### src/rtl/gate_sweep_ctrl_if.sv
// Handshake/result bundle between a sweep driver (master) and gate_sweep_ctrl (slave).
// The gate output dut_out is sourced from the master side, where the gate under test lives.
interface gate_sweep_ctrl_if #(
   parameter int N_IN = 2
);
   logic                   start;
   logic [N_IN-1:0]        dut_in;
   logic                   dut_out;
   logic                   busy;
   logic                   done;
   logic                   pass;
   logic [N_IN:0]          err_count;
   logic [N_IN-1:0]        fail_idx;
   logic [(1<<N_IN)-1:0]   captured;

   modport master (
      output start, dut_out,
      input  dut_in, busy, done, pass, err_count, fail_idx, captured
   );

   modport slave (
      input  start, dut_out,
      output dut_in, busy, done, pass, err_count, fail_idx, captured
   );
endinterface

### src/rtl/gate_sweep_ctrl.sv
// Truth-table sweeper: drives every input vector to a small gate, samples after a settle window
// and compares against EXPECT. Optional macro STOP_ON_FAIL_EN ends the sweep at the first mismatch.
module gate_sweep_ctrl #(
   parameter int                   N_IN   = 2,
   parameter int                   SETTLE = 2,
   parameter logic [(1<<N_IN)-1:0] EXPECT = 4'b1000
) (
   input  logic              clk,
   input  logic              rst,
   gate_sweep_ctrl_if.slave  bus
);
   localparam int NVEC = 1 << N_IN;
   localparam int CW   = (SETTLE > 1) ? $clog2(SETTLE) : 1;

   typedef enum logic [1:0] {
      S_IDLE,
      S_SETTLE,
      S_SAMPLE,
      S_DONE
   } state_e;

   state_e              state_q;
   logic [N_IN-1:0]     idx_q;
   logic [CW-1:0]       cnt_q;
   logic [N_IN-1:0]     dut_in_q;
   logic                busy_q;
   logic                done_q;
   logic                pass_q;
   logic [N_IN:0]       err_q;
   logic [N_IN-1:0]     fail_q;
   logic [NVEC-1:0]     cap_q;
   logic                seen_fail_q;

   logic [N_IN-1:0]     idx_d;
   logic                miss;
   logic                last_vec;
   logic                stop_now;

   assign idx_d    = idx_q + 1'b1;
   assign miss     = (bus.dut_out != EXPECT[idx_q]);
   assign last_vec = (idx_q == N_IN'(NVEC - 1));

`ifdef STOP_ON_FAIL_EN
   assign stop_now = miss;
`else
   assign stop_now = 1'b0;
`endif

   // NOTE: one clocked block with non-blocking assignments; every output is a flop so busy/done never glitch.
   always_ff @(posedge clk) begin
      if (rst) begin
         state_q     <= S_IDLE;
         idx_q       <= '0;
         cnt_q       <= '0;
         dut_in_q    <= '0;
         busy_q      <= 1'b0;
         done_q      <= 1'b0;
         pass_q      <= 1'b0;
         err_q       <= '0;
         fail_q      <= '0;
         cap_q       <= '0;
         seen_fail_q <= 1'b0;
      end else begin
         done_q <= 1'b0;
         case (state_q)
            S_IDLE: begin
               if (bus.start) begin
                  idx_q       <= '0;
                  dut_in_q    <= '0;
                  cnt_q       <= CW'(SETTLE - 1);
                  err_q       <= '0;
                  fail_q      <= '0;
                  cap_q       <= '0;
                  pass_q      <= 1'b0;
                  seen_fail_q <= 1'b0;
                  busy_q      <= 1'b1;
                  state_q     <= S_SETTLE;
               end
            end
            S_SETTLE: begin
               if (cnt_q == '0) state_q <= S_SAMPLE;
               else             cnt_q   <= cnt_q - 1'b1;
            end
            S_SAMPLE: begin
               cap_q[idx_q] <= bus.dut_out;
               if (miss) begin
                  err_q       <= err_q + 1'b1;
                  seen_fail_q <= 1'b1;
                  if (!seen_fail_q) fail_q <= idx_q;
               end
               // dut_in keeps the last driven vector once the sweep finishes
               if (last_vec || stop_now) begin
                  busy_q  <= 1'b0;
                  state_q <= S_DONE;
               end else begin
                  idx_q    <= idx_d;
                  dut_in_q <= idx_d;
                  cnt_q    <= CW'(SETTLE - 1);
                  state_q  <= S_SETTLE;
               end
            end
            S_DONE: begin
               done_q  <= 1'b1;
               pass_q  <= (err_q == '0);
               state_q <= S_IDLE;
            end
            default: state_q <= S_IDLE;
         endcase
      end
   end

   assign bus.dut_in    = dut_in_q;
   assign bus.busy      = busy_q;
   assign bus.done      = done_q;
   assign bus.pass      = pass_q;
   assign bus.err_count = err_q;
   assign bus.fail_idx  = fail_q;
   assign bus.captured  = cap_q;
endmodule

### src/flat_wrapper.sv
// flat-port wrapper written by rule: the top's interface ports become plain ports
module gate_sweep_ctrl_flat 
#(
   parameter int                   N_IN   = 2,
   parameter int                   SETTLE = 2,
   parameter logic [(1<<N_IN)-1:0] EXPECT = 4'b1000
)
  (clk, rst, bus_start, bus_dut_out, bus_dut_in, bus_busy, bus_done, bus_pass, bus_err_count, bus_fail_idx, bus_captured);
  gate_sweep_ctrl_if #(.N_IN(N_IN)) bus_i ();
  input  logic clk;
  input  logic rst;
  input wire logic [$bits(bus_i.start)-1:0] bus_start;
  input wire logic [$bits(bus_i.dut_out)-1:0] bus_dut_out;
  output wire logic [$bits(bus_i.dut_in)-1:0] bus_dut_in;
  output wire logic [$bits(bus_i.busy)-1:0] bus_busy;
  output wire logic [$bits(bus_i.done)-1:0] bus_done;
  output wire logic [$bits(bus_i.pass)-1:0] bus_pass;
  output wire logic [$bits(bus_i.err_count)-1:0] bus_err_count;
  output wire logic [$bits(bus_i.fail_idx)-1:0] bus_fail_idx;
  output wire logic [$bits(bus_i.captured)-1:0] bus_captured;
  assign bus_i.start = bus_start;
  assign bus_i.dut_out = bus_dut_out;
  assign bus_dut_in = bus_i.dut_in;
  assign bus_busy = bus_i.busy;
  assign bus_done = bus_i.done;
  assign bus_pass = bus_i.pass;
  assign bus_err_count = bus_i.err_count;
  assign bus_fail_idx = bus_i.fail_idx;
  assign bus_captured = bus_i.captured;
  gate_sweep_ctrl #(.N_IN(N_IN), .SETTLE(SETTLE), .EXPECT(EXPECT)) u_core (.clk(clk), .rst(rst), .bus(bus_i));
endmodule
### config.mk
export PLATFORM = sky130hd
export DESIGN_NAME = gate_sweep_ctrl_flat
export DESIGN_NICKNAME = d
export VERILOG_FILES = /design/src/rtl/gate_sweep_ctrl_if.sv /design/src/rtl/gate_sweep_ctrl.sv /design/src/flat_wrapper.sv
export SDC_FILE = /design/constraint.sdc
export NUM_CORES = 1
export LEC_CHECK = 0
export ABC_AREA = 1
export CELL_PAD_IN_SITES_DETAIL_PLACEMENT = 1
export CELL_PAD_IN_SITES_GLOBAL_PLACEMENT = 1
export CORE_ASPECT_RATIO = 0.9
export CORE_MARGIN = 2
export CORE_UTILIZATION = 36
export DETAILED_ROUTE_END_ITERATION = 6
export HOLD_SLACK_MARGIN = 0.05
export PLACE_DENSITY_LB_ADDON = 0.1
export SYNTH_ARGS = -nofsm -noshare
export SYNTH_HDL_FRONTEND = slang
export SYNTH_SLANG_ARGS = --single-unit
### constraint.sdc
create_clock -name clk -period 1.4 [get_ports clk]
set_input_delay 0.21 -clock clk [delete_from_list [all_inputs] [get_ports clk]]
set_output_delay 0.21 -clock clk [all_outputs]
set_load 0.02 [all_outputs]
==> metrics <==
Die Area=~0.003 mm^2; startpoint class of the critical path=flop; GP Congestion=0.737; worst reg2reg endpoint=u_core.bus.err_count[0]$_SDFFE_PP0P_; post-synth top area share=0.397; Synth area leaders=dfxtp_1 (40%), ha_1 (9.6%), nand2_1 (9.1%), a21oi_1 (7.2%), nor2_1 (5.8%); combinational share of power=0.216; TritonCTS clock tree=built; slowest stage delay, CP=0.39 ns; cell family with most CP delay=flip-flops; Place WS=-0.0650 ns; Power, Total=roughly 1.2 mW; worst setup margin=roughly 0.11 ns; leading cell type in the layout, fill and taps excluded=nand2_1; r2r setup slk=roughly 0.11 ns; Net Sw Frac=0.314; CP Max Fanout=7; register area=approximately 370 um^2; # Post-CTS Setup Buffers=0; synthesized area per cell=roughly 8 um^2; sw power=~360 uW; clk_skew=~0.0096 ns; worst-margin pin slew=about 0.38 ns; Worst EP arrival=between 1.5 and 2 ns; Hold WC Path Type=flop to flop; layout cells sized above 1=0.162; Root Buffer=clkbuf_4; Post-DP HPWL=1.75 mm; Clock power frac=0.292; Max Clock Freq=between 700 and 800 MHz; FILL cells=316; LEAKAGE=0.574 nW; pin count of the biggest net entering global routing=13; Via-to-Cell Ratio=slightly below 5; RR Startpoint=u_core.idx_q[1]$_SDFFE_PP0P_; CP Cell Sequence=ha_1 > inv_1 > nand2_1 > nand2_2 > nand2_1 > a21oi_1 > o21a_1; NumNets Final=154; DR vias=approximately 840; Hold EP=u_core.bus.fail_idx[1]$_SDFFE_PP0P_; Clk pin slew, worst setup/hold paths=~0.12 ns; Port Buf Inserts=17; fin crit period=roughly 1.3 ns; Post-Syn Instances=116; CP required=about 1.7 ns; Layout area overhead=30.0%; vias in the first global route=a little under 900; Die Ht=~52 um; largest area contributor in the netlist=dfxtp_1; most used cell along the critical path=nand2_1; Routed Antenna Nets=0; TritonCTS Sinks=18; final core occ=0.487; 1st-pass router iterations=3; Seq pwr share=0.492; initial core utilization=0.375; syn_nets=127; first-pass GRT wire length=between 3 and 4 mm; Worst VDD drop=0.860 mV; critical path class=flop to flop; worst-case clock buffer depth=2; Die Wd=57.0 um; Worst Setup End Kind=flop; distinct cell type count after synthesis=22; Max Slew Vio Count=0; most frequent cells in the layout=nand2_1 (21), dfxtp_1 (16), nor2_1 (14), dlygate4sd2_1 (14); area of the mapped netlist=908 um^2; CORE AREA=approximately 0.0024 mm^2; Hold Startpoint=u_core.bus.fail_idx[1]$_SDFFE_PP0P_; # diodes=0; hold path depth=2; H-tree Lvls=1; Worst Reg-to-Reg Cells=7; Critical-path top delay cell=dfxtp_4; Final Cycle Share=0.918; DR WL/cell=about 13 um; total gr overflow=0; Yosys reg bits=18; final setup fails=0; # DRC=0; total track usage=0.177; clk_lat worst skew=0.31 ns; antenna violations before repair=0; RSZ-0062 raised after global routing=yes; setup TNS=0 ns; Buf+Inv Stages, Crit Path=1; Cell Int Power=~800 uW; status=finished, final reports clean; Final Hold Viols=0; total CTS buffers=3; Max Cap Viol=0; Total Wirelength=about 2.3 mm; I/O pin cnt=18; PwrDens=between 900 and 1000 mW/mm^2; Yosys Warn Count=0; Hold Buf Count CTS=0; sequential element share of the synthesized area=0.397; Std-Cell Rows=17; area of the multi-input gates=483 um^2; Slew HR=0.747; drt initial violations=8
[repair_timing]
item                                    4_1_cts  5_1_grt
gates resized for setup                      15        3
endpoints found under the setup margin       15        4
pin swaps                                     0        0
[how the worst max path moves through the flow]
stage,end,depth (start not counted),from,slack (ns)
floorplan,u_core.bus.err_count[0]$_SDFFE_PP0P_,7,u_core.idx_q[0]$_SDFFE_PP0P_,0.01
global placement,u_core.idx_q[0]$_SDFFE_PP0P_,6,bus_start,0.005
detailed placement,u_core.idx_q[1]$_SDFFE_PP0P_,6,bus_start,-0.07
CTS,u_core.bus.err_count[0]$_SDFFE_PP0P_,6,u_core.idx_q[0]$_SDFFE_PP0P_,0.04
global route,u_core.bus.err_count[0]$_SDFFE_PP0P_,7,u_core.idx_q[1]$_SDFFE_PP0P_,-0.02
finish,u_core.bus.err_count[0]$_SDFFE_PP0P_,7,u_core.idx_q[1]$_SDFFE_PP0P_,0.11
[kinds of logic after synthesis]
| kind of cell | synth area share |
|---|---|
| compound gates | 0.149 |
| fa+ha+maj | 0.0964 |
| xor+xnor | 0.00964 |
| simple gates | 0.274 |
| flops | 0.397 |
| buf+inv | 0.0744 |
[routing by layer]
layer | share of wire | global-route usage | vias to the layer above | wire, um
met5 | 0 | 0 | - | 0
met3 | 0.038 | 0.0522 | 4 | 87
met2 | 0.49 | 0.308 | 16 | 1110
met1 | 0.46 | 0.205 | 393 | 1040
met4 | 0.015 | 0.0698 | 0 | 35
li1 | - | - | 428 | -
[power groups by stage]
stage               Combinational, mW  Clock, mW  Sequential [mW]
floorplan                       0.143          0            0.596
global placement                0.258          0            0.581
detailed placement              0.265          0            0.583
CTS                             0.254      0.354            0.571
global route                    0.282      0.373            0.577
finish                          0.251      0.340            0.571
[cells in the mapped netlist]
cell       n
xor2_1     1
a21oi_1   13
o21ai_0    4
dfxtp_1   18
inv_1     13
nand3_4    1
inv_2      2
a31oi_1    1
nand2_2    2
nand4_1    2
ha_1       7
nand3_1    8
a21oi_4    1
clkbuf_1   1
nand2_1   22
nand2_4    1
o211ai_2   1
nor2_8     1
o21a_1     1
o31ai_1    1
nor2_1    14
buf_4      1
[registers in the layout, summed over array words and instances, names as in the netlist]
name,flops
u_core.state_q,2
u_core.cnt_q,1
u_core.bus.fail_idx,2
u_core.bus.pass,1
u_core.bus.busy,1
u_core.idx_q,2
u_core.bus.err_count,3
u_core.bus.captured,4
u_core.seen_fail_q,1
u_core.bus.done,1
[tightest hold or removal path, stage by stage, from the launching register on]
cell and delay [ns]:
dfxtp_1 0.32, nand2_1 0.06, a21oi_1 0.05
[per-stage QoR]
step	instance area (um^2)	instances	hold WS (ns)
detailed placement	1150	166	0.461
global placement	1150	166	0.450
CTS	1170	170	0.476
floorplan	908	116	0.365
finish	1180	170	0.471
global route	1180	170	0.492
[layout make-up]
class | instances | share of cell area
clock buffers | 4 | 0.0307
inverters | 15 | 0.0477
multi-input cells | 81 | 0.409
flip-flops and latches | 18 | 0.309
well taps | 28 | 0.0297
repair buffers | 24 | 0.174
Power figures use the tool's default switching activity.
